--- config.mk ---
export PLATFORM = sky130hd
export DESIGN_NAME = mux2_rr_select
export DESIGN_NICKNAME = d
export VERILOG_FILES = /design/src/rtl/mux2_pkg.sv /design/src/rtl/MU2X1.sv /design/src/rtl/mux2_rr_select.sv
export SDC_FILE = /design/constraint.sdc
export NUM_CORES = 1
export LEC_CHECK = 0
export CELL_PAD_IN_SITES_DETAIL_PLACEMENT = 0
export CELL_PAD_IN_SITES_GLOBAL_PLACEMENT = 1
export CORE_MARGIN = 1
export CORE_UTILIZATION = 26
export DETAILED_ROUTE_END_ITERATION = 7
export GPL_ROUTABILITY_DRIVEN = 0
export GPL_TIMING_DRIVEN = 0
export PLACE_DENSITY = 0.86
export SYNTH_ARGS = -nofsm -noshare
export SYNTH_HDL_FRONTEND = slang
export SYNTH_HIERARCHICAL = 1
export SYNTH_SLANG_ARGS = --single-unit
--- constraint.sdc ---
create_clock -name clk -period 1.7 [get_ports clk]
set_input_delay 0.255 -clock clk [delete_from_list [all_inputs] [get_ports clk]]
set_output_delay 0.255 -clock clk [all_outputs]
set_load 0.03 [all_outputs]
--- src/rtl/mux2_pkg.sv ---
// Shared types and constants for the two-channel round-robin selector.
package mux2_pkg;

  localparam int DATA_W = 8;

  typedef logic src_t;

  // Reset value of the last-grant register, so channel 0 wins the first contention.
  localparam src_t LAST_RST = 1'b1;

endpackage

--- src/rtl/MU2X1.sv ---
// One-bit 2x1 multiplexer used for per-bit data steering.
module MU2X1 (
  input  logic [1:0] in,
  input  logic       selection,
  output logic       out
);

  assign out = in[selection];

endmodule

--- src/rtl/mux2_rr_select.sv ---
// Two-producer round-robin arbiter feeding a one-deep registered valid/ready output.
module mux2_rr_select #(
  parameter int DATA_W = mux2_pkg::DATA_W
) (
  input  logic              clk,
  input  logic              rst_n,
  input  logic [1:0]        in_valid,
  input  logic [DATA_W-1:0] in_data0,
  input  logic [DATA_W-1:0] in_data1,
  output logic [1:0]        in_ready,
  output logic              sel,
  output logic              out_valid,
  output logic [DATA_W-1:0] out_data,
  output logic              out_src,
  input  logic              out_ready
);

  import mux2_pkg::*;

  src_t              last_q, last_d;
  logic              out_valid_q, out_valid_d;
  logic [DATA_W-1:0] out_data_q, out_data_d;
  src_t              out_src_q, out_src_d;

  logic              load_en;
  logic              any_vld;
  src_t              grant;
  logic              xfer;
  logic [DATA_W-1:0] mux_out;

  for (genvar k = 0; k < DATA_W; k++) begin : g_mux
    MU2X1 u_mux (
      .in        ({in_data1[k], in_data0[k]}),
      .selection (sel),
      .out       (mux_out[k])
    );
  end

  // Control depends only on valids, output occupancy and last grant, never on data.
  always_comb begin
    load_en  = !out_valid_q || out_ready;
    any_vld  = |in_valid;
    grant    = (&in_valid) ? ~last_q : in_valid[1];
    sel      = rst_n ? (any_vld ? grant : last_q) : LAST_RST;
    in_ready = '0;
    if (rst_n && load_en && any_vld) in_ready[grant] = 1'b1;
    xfer     = |in_ready;
  end

  // A load takes priority over a drain, so drain-and-load keeps out_valid high.
  always_comb begin
    last_d      = last_q;
    out_valid_d = out_valid_q;
    out_data_d  = out_data_q;
    out_src_d   = out_src_q;
    if (xfer) begin
      out_data_d  = mux_out;
      out_src_d   = grant;
      out_valid_d = 1'b1;
      last_d      = grant;
    end else if (out_ready) begin
      out_valid_d = 1'b0;
    end
  end

  always_ff @(posedge clk) begin
    if (!rst_n) begin
      last_q      <= LAST_RST;
      out_valid_q <= 1'b0;
      out_data_q  <= '0;
      out_src_q   <= 1'b0;
    end else begin
      last_q      <= last_d;
      out_valid_q <= out_valid_d;
      out_data_q  <= out_data_d;
      out_src_q   <= out_src_d;
    end
  end

  assign out_valid = out_valid_q;
  assign out_data  = out_data_q;
  assign out_src   = out_src_q;

endmodule

==> results of run 1 <==
metal layers:
metal / vias to the layer above / track usage / wire [um]
met5: - / 0 / 0
met4: 0 / 0.100 / 27
met3: 2 / 0.0278 / 45
met2: 16 / 0.236 / 772
met1: 263 / 0.135 / 634
li1: 297 / - / -
metrics by stage:
step	power (W)	hold WS, ns	TNS, ns	worst slack, ns
floorplan	0.000441	0.407	0	0.166
global placement	0.000549	0.442	-4.06	-0.699
detailed placement	0.000554	0.450	-4.40	-0.724
CTS	0.000742	0.460	0	0.0129
global route	0.000791	0.488	0	0.0179
finish	0.000740	0.460	0	0.100
synthesized netlist by cell type:
cell,instances
nand2_1,19
dfxtp_1,11
mux2_4,8
mux2i_1,8
o21ai_0,3
buf_2,2
nor2_1,2
a21boi_0,1
a21oi_1,1
a31o_2,1
and3_1,1
and4_4,1
buf_6,1
inv_1,1
nand2b_4,1
o21a_1,1
sequential cells by signal, summed over array words and instances, names as in the netlist:
| name | cells |
|---|---|
| out_src | 1 |
| out_data | 8 |
| out_valid | 1 |
| last_q | 1 |
cells by family after synthesis:
logic type             after synthesis  share of synthesized area
AND/OR/NAND/NOR                     24                      0.184
multiplexers                        16                      0.334
flip-flops                          11                      0.367
AO/OA/AOI/OAI                        7                     0.0731
buffers and inverters                4                     0.0417
cell usage in the layout (no fill, tap or decap), drive strengths merged:
cell type and instances:
mux2i 8, mux2 8, nand2b 1, clkbuf 5
o21a 1, and3 1, clkdlybuf4s50 30, and4 1
nand2 19, a21oi 1, a21boi 1, inv 1
o21ai 3, dfxtp 11, nor2 2, a31o 1
buf 10
worst min path at each step:
stage	slack, ns	from	endpoint
after global placement	0.44	out_data[7]$_SDFFE_PN0P_	out_data[7]$_SDFFE_PN0P_
after global routing	0.49	out_data[7]$_SDFFE_PN0P_	out_data[7]$_SDFFE_PN0P_
after floorplan	0.41	rst_n	out_src$_SDFFE_PN0P_
after detailed placement	0.45	out_data[7]$_SDFFE_PN0P_	out_data[7]$_SDFFE_PN0P_
after CTS	0.46	out_data[7]$_SDFFE_PN0P_	out_data[7]$_SDFFE_PN0P_
final	0.46	out_data[7]$_SDFFE_PN0P_	out_data[7]$_SDFFE_PN0P_
worst max-delay path, cell delays in order:
cell and delay, ns:
clkdlybuf4s50_1 0.54, buf_6 0.17, o21ai_0 0.09, nor2_1 0.08, buf_2 0.20
repair_timing:
action | CTS | global route
resized for setup | 16 | 2
buffers inserted | 0 | 5
pin swaps | 0 | 1
hold buffers | 0 | 0
setup endpoints to repair | 11 | 3
gates cloned | 0 | 0
layout make-up:
cell class	count	area, um^2
fillers	229	1160
multi-input cells	47	362
repair buffers	38	353
flip-flops and latches	11	220
well taps	28	35.0
plain buffers	3	27.5
clock buffers	4	26.3
inverters	1	3.75
power groups by stage:
stage | combinational, W | clock [W] | sequential (W)
6_report | 0.000266 | 0.000181 | 0.000294
5_1_grt | 0.000284 | 0.000210 | 0.000297
4_1_cts | 0.000255 | 0.000193 | 0.000294
3_5_place_dp | 0.000255 | 0 | 0.000300
3_3_place_gp | 0.000250 | 0 | 0.000299
2_1_floorplan | 0.000102 | 0 | 0.000340
==> metrics.csv, run 1 <==
metric,value,unit
status,finished clean,
reg2reg_slack,0.29,ns
slew_violations,0,
io_pins,34,
wl,1.48,mm
fp.dieH,50.0,um
track_usage,0.133,
postPlaceCellArea,965,um^2
synth_top_area_frac,0.367,
cts-root-buf,clkbuf_4,
grt_max_degree,11,
dp_cells,123,
yosys_register_bits,11,
clk-insertion-delay-late,0.26,ns
antenna_found_initial,0,
postLayoutCoreUtil,0.469,
nNetsFinal,126,
synth_area_leaders,"dfxtp_1 37%, mux2_4 20%, mux2i_1 13%",
crit_path_start_kind,primary input,
drtIter0Drc,5,
reg2reg_from,last_q$_SDFFE_PN1P_,
antenna_cells,0,
drv_cap,0,
hold_path_depth,2,
synth_cells,62,
period_share,0.941,
synth_nets,83,
seq_area_frac_synth,0.367,
critPathCaptureType,primary output,
crit_path_end,in_ready[0],
fp-row-count,17,
r2r_cells,7,
p_seq_frac,0.397,
grt_pass1_vias,575,
p_clk_frac,0.244,
critical_path.max_fanout,10,
cts.sinks,11,
vias,578,
layout-drive-gt1-share,0.250,
grt_first_pass_wirelength,2.39,mm
p_sw,0.000222,W
firstDrtPassIters,4,
min_period,1.60,ns
viasPerCell,4.38,
drtAntennaViolNets,0,
htreeDepth,1,
hold_viol_final,0,
synthToLayoutAreaGrowth,71.4,%
ir_worst_vdd,0.393,mV
start_util,0.274,
p_leak,0.476,nW
syn_area,599,um^2
core-area,2190,um^2
synth_cell_types,16,
cts.clk_slew.worst_paths,0.07,ns
avgRoutedWirePerCell,11.2,um
io_buffers,33,
swShare,0.299,
cts_max_path_buffers,2,
rsz0062_at_grt,false,
setup_violations,0,
hpwl,1.07,mm
die_width,50.0,um
drc,0,
pwr-share-comb,0.359,
internal-power,0.000518,W
post-route-cell-area,1030,um^2
grt-ovfl-total,0,
skew,0.000719,ns
min_path_type,reg -> reg,
yosysTopAreaCell,dfxtp_1,
cts_tree,done,
relSlewSlack,0.790,
cts_made_buffers,3,
layoutNonFillerInstCount,132,
cp.arrival,1.35,ns
cp-startpoint,rst_n,
path_class,in -> out,
yosysWarnings,6,
fp.dieArea,2500,um^2
r2r-end,out_data[6]$_SDFFE_PN0P_,
power.density,720,nW/um^2
worst_pin_slew,0.314,ns
fmax,625,MHz
avgSynthCellArea,9.67,um^2
required,1.44,ns
(Power assumes the default switching activity.)
==> run 2: changes to the inputs <==
HOLD_SLACK_MARGIN = 0.02   (was unset)
==> results of run 2 <==
Final layout, timing and power as in run 1 (identical DEF).
==> run 3: changes to the inputs <==
REMOVE_ABC_BUFFERS = 1   (was unset)
==> run 3 against run 2 <==
- register-to-register slack worse by 0.02 ns
- clock skew up 0.0031 ns
- sequential share of layout area up 0.11 points
- largest power group unchanged
==> metrics.csv, run 3 (synthesis results as in run 1) <==
metric,value,unit,change
grt_max_degree,23,,+12
cp.arrival,1.37,ns,+0.02 ns
cts_made_buffers,3,,unchanged
grt_pass1_vias,499,,-13%
io_buffers,33,,unchanged
largest_reg_flops,8,,unchanged
power,0.000733,W,-0.90%
nNetsFinal,125,,-0.79%
setup_violations,0,,unchanged
final_cell_mix,"29 x clkdlybuf4s50_1, 18 x nand2_1, 11 x dfxtp_1",,
crit_path_start_kind,primary input,,
status,finished clean,,
crit_path_end,in_ready[1],,
drv_cap,0,,unchanged
relSlewSlack,0.682,,-0.108
cts.sinks,11,,unchanged
met1_usage,0.131,,-0.00369
cts.clk_slew.worst_paths,0.07,ns,about the same
track_usage,0.118,,-0.0153
layout.cells.most_common,clkdlybuf4s50_1,,
cts_max_path_buffers,2,,unchanged
min_period,1.63,ns,+0.0272 ns
vias,565,,-2.2%
clk-insertion-delay-late,0.27,ns,about the same
grtUsageMet2,0.191,,-0.0444
skew,0.00381,ns,+0.00309 ns
period_share,0.957,,+0.0160
cp-startpoint,out_ready,,
power.density,717,nW/um^2,-0.42%
rsz0062_at_grt,true,,
r2r_cells,7,,unchanged
reg2reg_from,last_q$_SDFFE_PN1P_,,
ir_worst_vdd,0.378,mV,-4.0%
drtIter0Drc,3,,-2
fmax,615,MHz,-1.7%
fp-row-count,17,,unchanged
r2r-end,out_data[7]$_SDFFE_PN0P_,,
min_path_type,reg -> reg,,
wl,1.31,mm,-12%
p_leak,0.469,nW,-1.5%
synthToLayoutAreaGrowth,70.6,%,
reg2reg_slack,0.27,ns,-0.02 ns
cts_tree,done,,
fp.dieH,50.0,um,unchanged
drtAntennaViolNets,0,,unchanged
io_pins,34,,unchanged
antenna_found_initial,0,,unchanged
antenna_cells,0,,unchanged
start_util,0.274,,unchanged
avgRoutedWirePerCell,9.97,um,-11%
postPlaceCellArea,943,um^2,-2.2%
slew_violations,0,,unchanged
hold_viol_final,0,,unchanged
worst_pin_slew,0.478,ns,+0.163 ns
die_width,50.0,um,unchanged
grt_use_met3,0.0401,,+0.0123
path_class,in -> out,,
post-route-cell-area,1020,um^2,-0.49%
grt_first_pass_wirelength,2.17,mm,-9.0%
layout-drive-gt1-share,0.252,,+0.00243
htreeDepth,1,,unchanged
drc,0,,unchanged
required,1.44,ns,about the same
fp.dieArea,2500,um^2,unchanged
core-area,2190,um^2,unchanged
top_usage_layer,met2,,
ctsHoldBuffers,0,,unchanged
critPathCaptureType,primary output,,
firstDrtPassIters,4,,unchanged
viasPerCell,4.31,,-1.5%
hold_path_depth,2,,unchanged
grt-ovfl-total,0,,unchanged
critical_path.max_fanout,6,,-4
nFillCells,220,,-3.9%
hpwl,953,um,-11%
cts-root-buf,clkbuf_4,,
[run 3: cell count changes in the layout (fill, tap and decap cells not counted), sizes merged]
cell	change
buf	-2
clkdlybuf4s15	+2
clkdlybuf4s50	-1
[run 3: area by class of cell]
type                            instances  area, um^2  area share
Multi-Input combinational cell         47         362       0.354
Timing Repair Buffer                   40         375       0.367
Tap cell                               28        35.0      0.0343
Sequential cell                        11         220       0.215
Clock buffer                            4        26.3      0.0257
Inverter                                1        3.75     0.00367
[run 3: metal layers]
metal / vias up / part of all wire
li1: 294 / -
met1: 246 / 0.47
met2: 23 / 0.45
met3: 2 / 0.067
met4: 0 / 0.0084
met5: - / 0
[run 3: report_power, final]
group | internal, W | leakage (nW) | switching [W] | total, W
combinational | 0.000145 | 0.363 | 0.000116 | 0.000261
sequential | 0.000281 | 0.0912 | 0.0000125 | 0.000293
clock | 0.0000908 | 0.0150 | 0.0000889 | 0.000180
total | 0.000516 | 0.469 | 0.000217 | 0.000733
[run 3: repair_timing]
| item | in CTS | in global routing |
|---|---|---|
| endpoints found under the setup margin | 11 | 2 |
| setup buffers | 0 | 7 |
| resized for setup | 16 | 1 |
[run 3: how the worst min path moves through the flow]
stage                                   startpoint                  endpoint
after floorplan                              rst_n       last_q$_SDFFE_PN1P_
after global placement    out_data[3]$_SDFFE_PN0P_  out_data[3]$_SDFFE_PN0P_
after detailed placement  out_data[4]$_SDFFE_PN0P_  out_data[4]$_SDFFE_PN0P_
after CTS                 out_data[0]$_SDFFE_PN0P_  out_data[0]$_SDFFE_PN0P_
after global routing      out_data[4]$_SDFFE_PN0P_  out_data[4]$_SDFFE_PN0P_
final                     out_data[0]$_SDFFE_PN0P_  out_data[0]$_SDFFE_PN0P_
[run 3: critical path: stages]
cell and delay, ns:
clkdlybuf4s50_1 0.46, nand2b_4 0.14, and4_4 0.22, clkdlybuf4s15_2 0.29
[run 3: per-stage QoR]
stage          worst slack, ns  std cells  setup TNS, ns   util  hold slack (ns)
5_1_grt                -0.0224        131        -0.0893  0.467            0.483
6_report                0.0728        131              0  0.467            0.460
4_1_cts                0.00533        124              0  0.445            0.464
3_3_place_gp             -1.04        120          -8.65  0.431            0.444
2_1_floorplan            0.152         59              0      -            0.331
3_5_place_dp             -1.07        120          -9.11  0.431            0.446
==> RTL change (settings of run 1) <==
Set the package constant `DATA_W` to 9 (it was 8).
--- a/src/rtl/mux2_pkg.sv
+++ b/src/rtl/mux2_pkg.sv
@@ -3,3 +3,3 @@
 
-  localparam int DATA_W = 8;
+  localparam int DATA_W = 9;
 
Ports: changed (resized in_data0, in_data1 and out_data); port bits go from 34 to 37. No check against the original RTL was run, so the function may have changed too.
==> RTL change against run 1 <==
Sequential cell count grew 1; design area increased by 8.3%; sequential power increased by 8.8%; wire length increased by 8.7%; synthesized area up 8.8%; clock power down 5%; total power increased by 5.4%; sequential share of layout area is 0.16 points higher; setup slack lost 36 ps; count of clock-buffer cells in the layout is 1 lower; global-route usage shrank 0.45 points; via count up 9.3%; worst hold slack worse by 51 ps; critical endpoint is now in_ready[1].
==> RTL change: results (changes against run 1) <==
| Metric | Value |
|---|---|
| Fillers | 251 (+9.6%) |
| DR vias/cell | 4.58 (+4.6%) |
| Outcome | finished, final reports clean |
| Post-layout nets | 135 (+7.1%) |
| Max reg flops | 9 (+1) |
| Total Routing Usage GR | 12.9% (-0.45 points) |
| Relative slew slack | 78.9% (-0.085 points) |
| Layout cell share with drive strength beyond 1 | 23.6% (-1.4 points) |
| Number of port buffers | 36 (+9.1%) |
| Path category of the worst min-delay check | in2reg |
| Crit path DAT | 1380 ps (+30 ps) |
| CTS max path bufs | 2 (unchanged) |
| Asr flop ratio synth | 0% (unchanged) |
| DPL Wire Length | 1170 um (+9.8%) |
| First-pass GRT wire length | 2550 um (+7.0%) |
| Sequential element share of the synthesized area | 36.9% (+0.11 points) |
| Initial antenna violation count | 0 (unchanged) |
| Peak supply drop | 0.000315 V (-20%) |
| Post-synth top cells | nand2_1, dfxtp_1, mux2_4, mux2i_1, o21ai_0 |
| Met1 GRT Util | 14.2% (+0.69 points) |
| Syn nets | 90 (+8.4%) |
| Leakage power figure | 0.519 nW (+8.8%) |
| Vias in the first global route | 588 (+2.3%) |
| Met3 GRT Util | 2.63% (-0.15 points) |
| Grt met2 use | 23.5% (-0.051 points) |
| Synth cell types | 16 (unchanged) |
| DRT iter0 DRCs | 14 (+9) |
| Largest stage delay on the critical path | 490 ps (-50 ps) |
| Crit path max fanout | 5 (-5) |
| Largest cells by area after synthesis | dfxtp_1, mux2_4, mux2i_1 |
RTL change: changes by cell type after synthesis, sizes merged:
cell   change
nand2      +2
dfxtp      +1
mux2       +1
mux2i      +1
RTL change: logic make-up (layout without fill, tap and decap cells):
kind of cell | after synthesis | count (layout) | share of synthesized area (%)
multiplexers | 18 | 18 | 34.5
buffers and inverters | 4 | 47 | 3.84
AND/OR/NAND/NOR | 26 | 26 | 18.0
flip-flops | 12 | 12 | 36.9
AO/OA/AOI/OAI | 7 | 7 | 6.72
RTL change: through the flow:
step	util [%]	std cells	worst slack (ps)	area (sq um)	power [mW]
3_5_place_dp	45.6	131	-830	1050	0.606
3_3_place_gp	45.6	131	-821	1050	0.600
6_report	48.4	138	63.6	1110	0.780
5_1_grt	48.4	138	25.4	1110	0.826
2_1_floorplan	-	67	129	652	0.481
4_1_cts	47.0	134	8.87	1080	0.783
RTL change: metal layers:
layer,part of all wire (%),up-vias
met5,0,-
met2,51,20
met1,43,293
li1,-,317
met4,0.87,0
met3,4.8,2
RTL change: final timing paths:
| path | from | to | slack [ps] | depth (start not counted) |
|---|---|---|---|---|
| hold / removal | in_valid[1] | out_valid | 410 | 3 |
| setup reg to reg | last_q | out_data[1] | 300 | 7 |
| setup / recovery | in_valid[0] | in_ready[1] | 60 | 4 |
| hold reg to reg | out_data[2] | out_data[2] | 460 | 2 |
RTL change: layout make-up:
cell class | count | share of cell area, %
plain buffers | 3 | 2.47
multi-input cells | 51 | 35.4
clock buffers | 3 | 2.02
inverters | 1 | 0.337
flip-flops and latches | 12 | 21.6
well taps | 28 | 3.15
repair buffers | 40 | 35.0
RTL change: where the power goes:
group	leakage (nW)	total [mW]	switching (mW)	internal, mW
Sequential	0.0995	0.320	0.0144	0.306
Combinational	0.405	0.287	0.129	0.159
Clock	0.0138	0.172	0.0905	0.0818
Total	0.519	0.780	0.233	0.546
RTL change: timing repair:
item | 4_1_cts | 5_1_grt
setup buffers | 0 | 4
pin swaps | 0 | 1
endpoints found under the setup margin | 12 | 2
gates resized for setup | 17 | 1
RTL change: tightest hold or removal path, delay by kind of cell:
kind,cells,cell delay (ps)
buffers and inverters,1,180
AND/OR/NAND/NOR,1,110
AO/OA/AOI/OAI,1,80
